==> config.mk <==
export PLATFORM = sky130hd
export DESIGN_NAME = vector_line_engine_flat
export DESIGN_NICKNAME = d
export VERILOG_FILES = /design/src/rtl/vector_pkg.sv /design/src/rtl/vector_line_engine_if.sv /design/src/rtl/bresenham_stepper.sv /design/src/rtl/vector_line_engine.sv /design/src/flat_wrapper.sv
export SDC_FILE = /design/constraint.sdc
export NUM_CORES = 1
export LEC_CHECK = 0
export BUFFER_PORTS_ARGS = -buffer_cell sky130_fd_sc_hd__buf_2
export CORE_ASPECT_RATIO = 0.9
export CORE_UTILIZATION = 55
export CTS_BUF_LIST = sky130_fd_sc_hd__clkbuf_4 sky130_fd_sc_hd__clkbuf_8 sky130_fd_sc_hd__clkbuf_16
export DETAILED_ROUTE_END_ITERATION = 6
export GPL_TIMING_DRIVEN = 0
export PLACE_DENSITY = 0.84
export SLEW_MARGIN = 20
export SYNTH_ARGS = -nofsm -noshare
export SYNTH_HDL_FRONTEND = slang
export SYNTH_HIERARCHICAL = 1
export SYNTH_SLANG_ARGS = --single-unit
==> constraint.sdc <==
create_clock -name clk -period 5.4 [get_ports clk]
set_input_delay 0.81 -clock clk [delete_from_list [all_inputs] [get_ports clk]]
set_output_delay 0.81 -clock clk [all_outputs]
set_load 0.05 [all_outputs]
==> src/rtl/vector_pkg.sv <==
// Shared types and constants for the vector line engine: FSM states,
// default coordinate width and the signed Bresenham error type.
package vector_pkg;

  localparam int COORD_W_DEFAULT = 12;

  typedef enum logic [1:0] {
    IDLE   = 2'd0,
    SETTLE = 2'd1,
    DRAW   = 2'd2
  } state_t;

  // Two extra bits hold the sign and the doubled error term e2 = 2*err.
  typedef logic signed [COORD_W_DEFAULT+1:0] err_t;

endpackage

==> src/rtl/vector_line_engine_if.sv <==
// Command/beam bundle between the sequencer (master) and the vector line
// engine (slave).
interface vector_line_engine_if #(
  parameter int COORD_W = vector_pkg::COORD_W_DEFAULT
);
  // Handshake: draw/jump are single-cycle requests; a request is taken on a
  // clk edge where ready=1, and (x,y) are sampled on that edge. Requests
  // seen while ready=0 are dropped, not queued. jump wins over draw.
  logic [COORD_W-1:0] x;
  logic [COORD_W-1:0] y;
  logic               draw;
  logic               jump;
  logic               ready;
  logic [COORD_W-1:0] beam_x;
  logic [COORD_W-1:0] beam_y;
  logic               beam_on;

  modport master (
    output x, y, draw, jump,
    input  ready, beam_x, beam_y, beam_on
  );

  modport slave (
    input  x, y, draw, jump,
    output ready, beam_x, beam_y, beam_on
  );
endinterface

==> src/rtl/bresenham_stepper.sv <==
// Bresenham point generator: load latches start/end and the error terms,
// each step advances one point; done flags that the end point is reached.
module bresenham_stepper #(
  parameter int COORD_W = 12
) (
  input  logic               clk,
  input  logic               reset,
  input  logic               load,
  input  logic               step,
  input  logic [COORD_W-1:0] x0,
  input  logic [COORD_W-1:0] y0,
  input  logic [COORD_W-1:0] x1,
  input  logic [COORD_W-1:0] y1,
  output logic [COORD_W-1:0] cur_x,
  output logic [COORD_W-1:0] cur_y,
  output logic               done
);
  typedef logic signed [COORD_W+1:0] serr_t;
  localparam logic [COORD_W-1:0] ONE = COORD_W'(1);

  logic [COORD_W-1:0] end_x, end_y, adx, ady, x_nxt, y_nxt;
  serr_t              dx, dy, err, e2, err_nxt;
  logic               sx_neg, sy_neg;

  assign adx  = (x1 >= x0) ? (x1 - x0) : (x0 - x1);
  assign ady  = (y1 >= y0) ? (y1 - y0) : (y0 - y1);
  assign done = (cur_x == end_x) && (cur_y == end_y);

  always_comb begin
    e2      = err <<< 1;
    err_nxt = err;
    x_nxt   = cur_x;
    y_nxt   = cur_y;
    // Both axis moves are tested against the pre-step e2 and may both fire.
    if (e2 >= dy) begin
      err_nxt = err_nxt + dy;
      x_nxt   = sx_neg ? (cur_x - ONE) : (cur_x + ONE);
    end
    if (e2 <= dx) begin
      err_nxt = err_nxt + dx;
      y_nxt   = sy_neg ? (cur_y - ONE) : (cur_y + ONE);
    end
  end

  always_ff @(posedge clk) begin
    if (!reset) begin
      cur_x  <= '0;
      cur_y  <= '0;
      end_x  <= '0;
      end_y  <= '0;
      dx     <= '0;
      dy     <= '0;
      err    <= '0;
      sx_neg <= 1'b0;
      sy_neg <= 1'b0;
    end else if (load) begin
      cur_x  <= x0;
      cur_y  <= y0;
      end_x  <= x1;
      end_y  <= y1;
      dx     <= $signed({2'b00, adx});
      dy     <= -$signed({2'b00, ady});
      err    <= $signed({2'b00, adx}) - $signed({2'b00, ady});
      sx_neg <= (x1 < x0);
      sy_neg <= (y1 < y0);
    end else if (step) begin
      cur_x <= x_nxt;
      cur_y <= y_nxt;
      err   <= err_nxt;
    end
  end
endmodule

==> src/rtl/vector_line_engine.sv <==
// Vector line engine: takes draw/jump commands and drives the beam position
// and enable. Build option BEAM_SETTLE_EN stretches the blanked hold after a jump.
module vector_line_engine
  import vector_pkg::*;
#(
  parameter int COORD_W       = COORD_W_DEFAULT,
  parameter int STEP_DIV      = 1,
  parameter int SETTLE_CYCLES = 16
) (
  input  logic                  clk,
  input  logic                  reset,
  vector_line_engine_if.slave   bus,
  output state_t                dbg_state
);
  localparam logic [7:0] DIV_LAST  = 8'(STEP_DIV - 1);
  localparam int         SETTLE_W  = $clog2(SETTLE_CYCLES + 2);
  localparam logic [SETTLE_W-1:0] SETTLE_ONE = SETTLE_W'(1);
`ifdef BEAM_SETTLE_EN
  localparam logic [SETTLE_W-1:0] SETTLE_LAST =
    SETTLE_W'((SETTLE_CYCLES < 1) ? 0 : SETTLE_CYCLES - 1);
`else
  localparam logic [SETTLE_W-1:0] SETTLE_LAST = '0;
`endif

  state_t               state, next_state;
  logic [COORD_W-1:0]   pos_x, pos_y, cur_x, cur_y;
  logic [7:0]           div_cnt;
  logic [SETTLE_W-1:0]  settle_cnt;
  logic                 accept_jump, accept_draw, step_tick, pt_done;

  assign accept_jump = (state == IDLE) && bus.jump;
  assign accept_draw = (state == IDLE) && bus.draw && !bus.jump;
  assign step_tick   = (state == DRAW) && (div_cnt == DIV_LAST);

  always_comb begin
    next_state = state;
    case (state)
      IDLE: begin
        if (bus.jump)      next_state = SETTLE;
        else if (bus.draw) next_state = DRAW;
      end
      SETTLE: if (settle_cnt == SETTLE_LAST) next_state = IDLE;
      DRAW:   if (step_tick && pt_done)      next_state = IDLE;
      default: next_state = IDLE;
    endcase
  end

  // pos holds the resting beam; on a draw it already takes the target,
  // while the stepper supplies the visible point until the line ends.
  always_ff @(posedge clk) begin
    if (!reset) begin
      state      <= IDLE;
      pos_x      <= '0;
      pos_y      <= '0;
      div_cnt    <= '0;
      settle_cnt <= '0;
    end else begin
      state <= next_state;
      if (accept_jump || accept_draw) begin
        pos_x <= bus.x;
        pos_y <= bus.y;
      end
      if (state != DRAW || step_tick) div_cnt <= '0;
      else                            div_cnt <= div_cnt + 8'd1;
      if (state == SETTLE) settle_cnt <= settle_cnt + SETTLE_ONE;
      else                 settle_cnt <= '0;
    end
  end

  bresenham_stepper #(.COORD_W(COORD_W)) u_stepper (
    .clk   (clk),
    .reset (reset),
    .load  (accept_draw),
    .step  (step_tick && !pt_done),
    .x0    (pos_x),
    .y0    (pos_y),
    .x1    (bus.x),
    .y1    (bus.y),
    .cur_x (cur_x),
    .cur_y (cur_y),
    .done  (pt_done)
  );

  assign bus.ready   = (state == IDLE);
  assign bus.beam_on = (state == DRAW);
  assign bus.beam_x  = (state == DRAW) ? cur_x : pos_x;
  assign bus.beam_y  = (state == DRAW) ? cur_y : pos_y;
  assign dbg_state   = state;
endmodule
==> src/flat_wrapper.sv <==
// flat-port wrapper written by rule: the top's interface ports become plain ports
module vector_line_engine_flat import vector_pkg::*;
#(
  parameter int COORD_W       = COORD_W_DEFAULT,
  parameter int STEP_DIV      = 1,
  parameter int SETTLE_CYCLES = 16
)
  (clk, reset, dbg_state, bus_x, bus_y, bus_draw, bus_jump, bus_ready, bus_beam_x, bus_beam_y, bus_beam_on);
  vector_line_engine_if #(.COORD_W(COORD_W)) bus_i ();
  input  logic clk;
  input  logic reset;
  output state_t dbg_state;
  input wire logic [$bits(bus_i.x)-1:0] bus_x;
  input wire logic [$bits(bus_i.y)-1:0] bus_y;
  input wire logic [$bits(bus_i.draw)-1:0] bus_draw;
  input wire logic [$bits(bus_i.jump)-1:0] bus_jump;
  output wire logic [$bits(bus_i.ready)-1:0] bus_ready;
  output wire logic [$bits(bus_i.beam_x)-1:0] bus_beam_x;
  output wire logic [$bits(bus_i.beam_y)-1:0] bus_beam_y;
  output wire logic [$bits(bus_i.beam_on)-1:0] bus_beam_on;
  assign bus_i.x = bus_x;
  assign bus_i.y = bus_y;
  assign bus_i.draw = bus_draw;
  assign bus_i.jump = bus_jump;
  assign bus_ready = bus_i.ready;
  assign bus_beam_x = bus_i.beam_x;
  assign bus_beam_y = bus_i.beam_y;
  assign bus_beam_on = bus_i.beam_on;
  vector_line_engine #(.COORD_W(COORD_W), .STEP_DIV(STEP_DIV), .SETTLE_CYCLES(SETTLE_CYCLES)) u_core (.clk(clk), .reset(reset), .bus(bus_i), .dbg_state(dbg_state));
endmodule
==> flow_summary.ini, run 1 <==
[synthesis]
ys_top_cells_by_area = dfxtp_1 23%, ha_1 15%, xnor2_1 4.3%, a21oi_1 4.0%, nor2_1 3.9%
syn_inst = 1396
synth_warnings = 6
ys_seq_elements = 128
yosys.area.top_type = dfxtp_1
synth_area_um2 = 11300
synth_top_area_share_pct = 22.8
yosysSeqAreaShare_pct = 22.8
yosys.cell_count.top_type = ha_1
yosysUniqueCellTypes = 88
synthTopCellsByCount = 131 x ha_1, 128 x dfxtp_1, 117 x nor2_1, 116 x inv_1, 91 x a21oi_1
syn_nets = 1564
synth-main-ff-cell = dfxtp_1
synth_edf_count = 0
async_flop_share_pct = 0
synth_area_per_cell_um2 = 8.06

[timing]
hold_viol_final = 0
finalSetupViolations = 0
fin_crit_sh_pct = 95.6
rsz0062_at_grt = no
fin_crit_ns = 5.16
max_slew.worst_pin.slew_ns = 1.08
fin_ws_ns = 0.239
slew_headroom_pct = 28.1
slew_violations = 0
setup_tns_ns = 0
finalHoldWorstSlack_ns = 0.477
clock_skew_ns = 0.00875
max_freq_ghz = 0.194

[global_route]
grt_pass1_vias = 10550
grt_usage_pct = 33.5
antenna_found_initial = 0
grt_max_degree = 17
grt_overflow_total = 0
grt_first_pass_wirelength_um = 55100

[power]
peakVddDrop_mv = 0.246
total_leakage_power_nw = 5.50
p_total_mw = 4.13
p_per_area_nw_per_um2 = 331

[floorplanning]
initial_core_util_pct = 56.2
dieArea_um2 = 21000
rows = 49
die_height_um = 138
core_um2 = 20000
die_x_um = 153
io_pins = 56

[clock_tree]
path_clk_slew_ns = 0.06
cts.htree.levels = 4
clock_path_buffers = 2
cts_tree = yes
cts_root_buf = clkbuf_16
numCtsBuffers = 17
insertion_delay_ns = 0.42
postCtsSetupRepairBufs = 0
clock_sinks = 128

[worst_hold_path]
hold_path.class = reg -> reg
min_delay_path_depth = 1
whs_endpoint = u_core/settle_cnt[0]
hp-start = u_core/settle_cnt[0]

[critical_path]
required_ns = 5.70
r2r_slack_ns = 0.24
critPathMaxFanout = 10
end_kind = flop
worstSetupPathType = reg -> reg
worstPathArrival_ns = 5.46
crit_path_start_kind = flop
r2r.worst_path.cells = 21
regToRegStartpoint = u_core/u_stepper/dy[7]
rr_endpoint = u_core/u_stepper/err[12]

[status]
status = finished with violations
violations = DRC

[drt]
drtIter0Drc = 1209
vias_per_cell = 6.43
wire_per_inst_um = 20.1
firstDrtPassIters = 7
post-route-drc-count = 10
vias = 11182
wl_um = 35000
antenna_left = 0

[cells_and_area]
regArea_um2 = 2560
final_area_um2 = 12500
nets = 1638
stdcell_count = 1739
area_growth_syn_to_layout_pct = 10.8
drive_gt1_share_pct = 11.7
fillers = 1636
postLayoutCoreUtil_pct = 62.2
multi_input_area_um2 = 7980

[placement]
place.port_buffers = 55
gp_congestion = 0.944
dpl_cell_area_um2 = 11900
dp_hpwl_um = 26100
place_inst = 1706
dpl_worst_slack_ns = -0.170

[job]
cap_violations = 0
==> worst max-delay path by stage <==
stage	startpoint	end	cells after the start
2_1_floorplan	bus_x[0]	u_core/u_stepper/err[12]	20
3_3_place_gp	bus_x[0]	u_core/u_stepper/err[12]	21
3_5_place_dp	bus_x[0]	u_core/u_stepper/err[12]	21
4_1_cts	u_core/u_stepper/dy[7]	u_core/u_stepper/err[12]	21
5_1_grt	u_core/u_stepper/dy[2]	u_core/u_stepper/err[12]	21
6_report	u_core/u_stepper/dy[7]	u_core/u_stepper/err[12]	21
==> worst max-delay path, cell delays in order (launching register included) <==
cell and delay (ns):
dfxtp_1 0.44, inv_1 0.08, ha_1 0.31, a21o_1 0.16, a21oi_1 0.14, o21a_1 0.12, nand3_1 0.14, a41oi_4 0.46
buf_2 0.41, mux2_2 0.39, ha_1 0.19, inv_1 0.07, fa_1 0.21, nor2b_1 0.07, o31ai_1 0.43, a21oi_1 0.19
a211oi_1 0.39, o21bai_1 0.11, a21oi_1 0.22, mux2i_1 0.24, xnor2_1 0.14, o21ai_0 0.11
==> per-layer routing <==
layer	vias up	wire length [um]	global-route usage, %
met5	-	0	0
met4	0	1450	17.6
met3	115	3190	5.85
met2	676	15800	55.4
met1	5234	14600	42.0
li1	5157	-	-
==> repair_timing <==
item                       4_1_cts  5_1_grt
setup endpoints to repair        1        3
gates resized for setup          1        5
pin swaps                        0        1
cloned                           0        0
hold buffers                     0        0
==> kinds of logic after synthesis <==
family / Yosys count / synth area share (%)
compound gates: 364 / 21.8
xor+xnor: 97 / 7.55
buf+inv: 180 / 6.47
simple gates: 412 / 18.2
flops: 128 / 22.8
mux: 75 / 7.05
fa+ha+maj: 140 / 16.2
==> flip-flops by register name, summed over array words and instances, names as in the netlist <==
signal	cells
u_core/pos_y	12
u_core/u_stepper/sy_neg	1
u_core/u_stepper/dy	14
u_core/u_stepper/cur_x	12
u_core/u_stepper/err	13
u_core/dbg_state	2
u_core/u_stepper/end_y	12
u_core/u_stepper/cur_y	12
u_core/u_stepper/sx_neg	1
u_core/pos_x	12
u_core/div_cnt	8
u_core/u_stepper/dx	12
u_core/u_stepper/end_x	12
u_core/settle_cnt	5
==> power breakdown <==
group | internal (mW) | switching (mW)
Combinational | 0.720 | 1.11
Clock | 0.713 | 0.471
Sequential | 1.01 | 0.0985
Total | 2.45 | 1.68
==> layout make-up <==
| cell class | instances | share of cell area (%) |
|---|---|---|
| multi-input combinational | 1088 | 64.0 |
| sequential | 128 | 20.5 |
| clock buffer | 19 | 3.63 |
| inverter | 118 | 3.56 |
| tap | 255 | 2.56 |
| buffer | 62 | 2.29 |
| timing repair buffer | 55 | 2.21 |
| clock inverter | 13 | 1.19 |
| antenna | 1 | 0.0201 |
==> layout by cell type, fill, tap and decap left out, types with 34 or more instances in the layout <==
cell type,netlist,routed
xor2_1,42,42
dfxtp_1,128,128
a21oi_1,91,91
buf_2,10,66
mux2i_1,41,41
o21ai_0,76,74
ha_1,131,131
inv_1,116,116
nand3_1,57,57
nand2_1,87,87
xnor2_1,55,55
mux2_2,34,34
nor2_1,117,117
clkbuf_1,38,37
No activity file was read; power rests on OpenSTA's default activity.
==> inputs of run 2 (changes only) <==
- PLACE_DENSITY: 0.84 -> 0.87
- clock period: 5.4 -> 4.5 ns (I/O delays scaled with it)
==> flow_summary.ini, run 2 (synthesized netlist as in run 1, its figures left out) <==
[power]
p_per_area_nw_per_um2 = 412
total_leakage_power_nw = 5.66
p_comb_share_pct = 46.1
power_switching_mw = 2.13
swShare_pct = 40.1
clkPwrFrac_pct = 28.6
peakVddDrop_mv = 0.276
p_int_mw = 3.18
seqPwrFrac_pct = 25.2

[timing]
max_slew.worst_pin.slew_ns = 1.16
fin_crit_sh_pct = 97.0
fin_crit_ns = 4.36
hold_viol_final = 0
finalSetupViolations = 0
max_freq_ghz = 0.229
slew_headroom_pct = 22.0
slew_violations = 0
clock_skew_ns = 0.00835
finalHoldWorstSlack_ns = 0.462
setup_tns_ns = 0

[global_route]
grt_max_degree = 17
grt_usage_pct = 33.6
grt_first_pass_wirelength_um = 55200
gr-usage-met1_pct = 42.4
grt_busiest_layer = met2
grtUsageMet2_pct = 55.0
grt_pass1_vias = 10573
antenna_found_initial = 1
grt_overflow_total = 0
use_met3_pct = 5.98

[cells_and_area]
regArea_um2 = 2570
reg_top3 = u_core/u_stepper/dy: 14 flops, u_core/u_stepper/err: 13 flops
drive_gt1_share_pct = 15.3
largest_reg_flops = 14
regMostFlops = u_core/u_stepper/dy
antennaDiodeCount = 0
final_cell_mix = 128 x ha_1, 121 x dfxtp_1, 117 x nor2_1
final_common_cell = ha_1
area_growth_syn_to_layout_pct = 14.4
postLayoutCoreUtil_pct = 64.2
fillers = 1605
nets = 1661
multi_input_area_um2 = 8130

[drt]
drtIter0Drc = 1263
antenna_left = 0
vias = 11323
vias_per_cell = 6.43
wl_um = 35900
wire_per_inst_um = 20.4
firstDrtPassIters = 7
post-route-drc-count = 1

[clock_tree]
clock_sinks = 128
cts.htree.levels = 4
numCtsBuffers = 17
cts_tree = yes
path_clk_slew_ns = 0.06
cts_root_buf = clkbuf_16
insertion_delay_ns = 0.43
clock_path_buffers = 2

[critical_path]
crit_path_start_kind = input pin
cpPeakStageDelay_ns = 0.35
crit_path_cell_trace = buf_2 > inv_1 > ha_1 > inv_1 > fa_2 > a21o_1 > a211o_1 > a221oi_2 > o21ai_4 > buf_8 > mux2i_1 > xnor2_1 > ha_1 > buf_4 > o21a_1 > o21ai_2 > a21oi_1 > a41oi_2 > a21oi_1 > xnor2_1 > a221oi_2 > o31a_1
worst_path_max_delay_cell = fa_2
critPathMaxFanout = 8
worstPathArrival_ns = 4.74
end_kind = flop
worstSetupPathType = in -> reg
worst-path-buf-inv = 5
worst_path_dominant_cell_family = compound AO/OA/AOI/OAI gates
required_ns = 4.87

[placement]
dp_hpwl_um = 25900
place.port_buffers = 55
gp_congestion = 0.938

[floorplanning]
die_height_um = 138
io_pins = 56
die_x_um = 153
core_um2 = 20000
rows = 49
dieArea_um2 = 21000
initial_core_util_pct = 56.2

[worst_hold_path]
hold_path.class = reg -> reg

[status]
status = finished with violations
violations = DRC

[job]
cap_violations = 0
## run 2: changes by cell type in the layout (fill, tap and decap cells not counted), sizes merged
cell / change
bufinv: +2
inv: -1
clkinvlp: +1
clkbuf: -1
diode: -1
buf: +22
## run 2: stage by stage
stage / std cells / setup slack (ns) / instance area (um^2) / total power, mW
global placement: 1706 / -0.778 / 11900 / 3.38
global route: 1761 / -0.0658 / 12900 / 5.56
detailed placement: 1706 / -0.878 / 11900 / 3.44
floorplan: 1396 / 0.00392 / 11300 / 2.93
CTS: 1739 / 0.00253 / 12600 / 5.02
finish: 1761 / 0.136 / 12900 / 5.30
## run 2: power groups by stage
stage | logic [mW] | clock network (mW) | registers, mW
CTS | 2.18 | 1.51 | 1.33
global placement | 2.03 | 0 | 1.35
detailed placement | 2.09 | 0 | 1.35
global route | 2.64 | 1.57 | 1.35
finish | 2.45 | 1.52 | 1.34
floorplan | 1.62 | 0 | 1.31
## run 2: what timing repair did
item	CTS	global route
setup endpoints to repair	9	6
hold buffers	0	0
setup buffers	1	21
gates resized for setup	15	33
pin swaps	3	29
gates cloned	0	1
## run 2: worst paths after layout
check                            start                  endpoint  slack (ns)  depth (start not counted)
hold / removal    u_core/settle_cnt[0]      u_core/settle_cnt[0]        0.46                          1
hold reg to reg   u_core/settle_cnt[0]      u_core/settle_cnt[0]        0.46                          1
setup / recovery              bus_x[0]  u_core/u_stepper/err[11]        0.14                         22
setup reg to reg       u_core/pos_x[0]  u_core/u_stepper/err[11]        0.20                         20
## run 2: cell type report
cell class                      instances  share of cell area, %
Tap cell                              255                   2.48
Multi-Input combinational cell       1088                   63.2
Inverter                              118                   3.45
Timing Repair Buffer                   78                   3.67
Sequential cell                       128                   20.0
Clock inverter                         15                   1.61
Buffer                                 62                   2.34
Clock buffer                           17                   3.30
## run 2: layer usage
| metal | share of wire, % | routed length [um] |
|---|---|---|
| met1 | 40 | 14500 |
| met2 | 44 | 15900 |
| met3 | 10 | 3690 |
| met4 | 5.1 | 1840 |
| met5 | 0.022 | 8 |
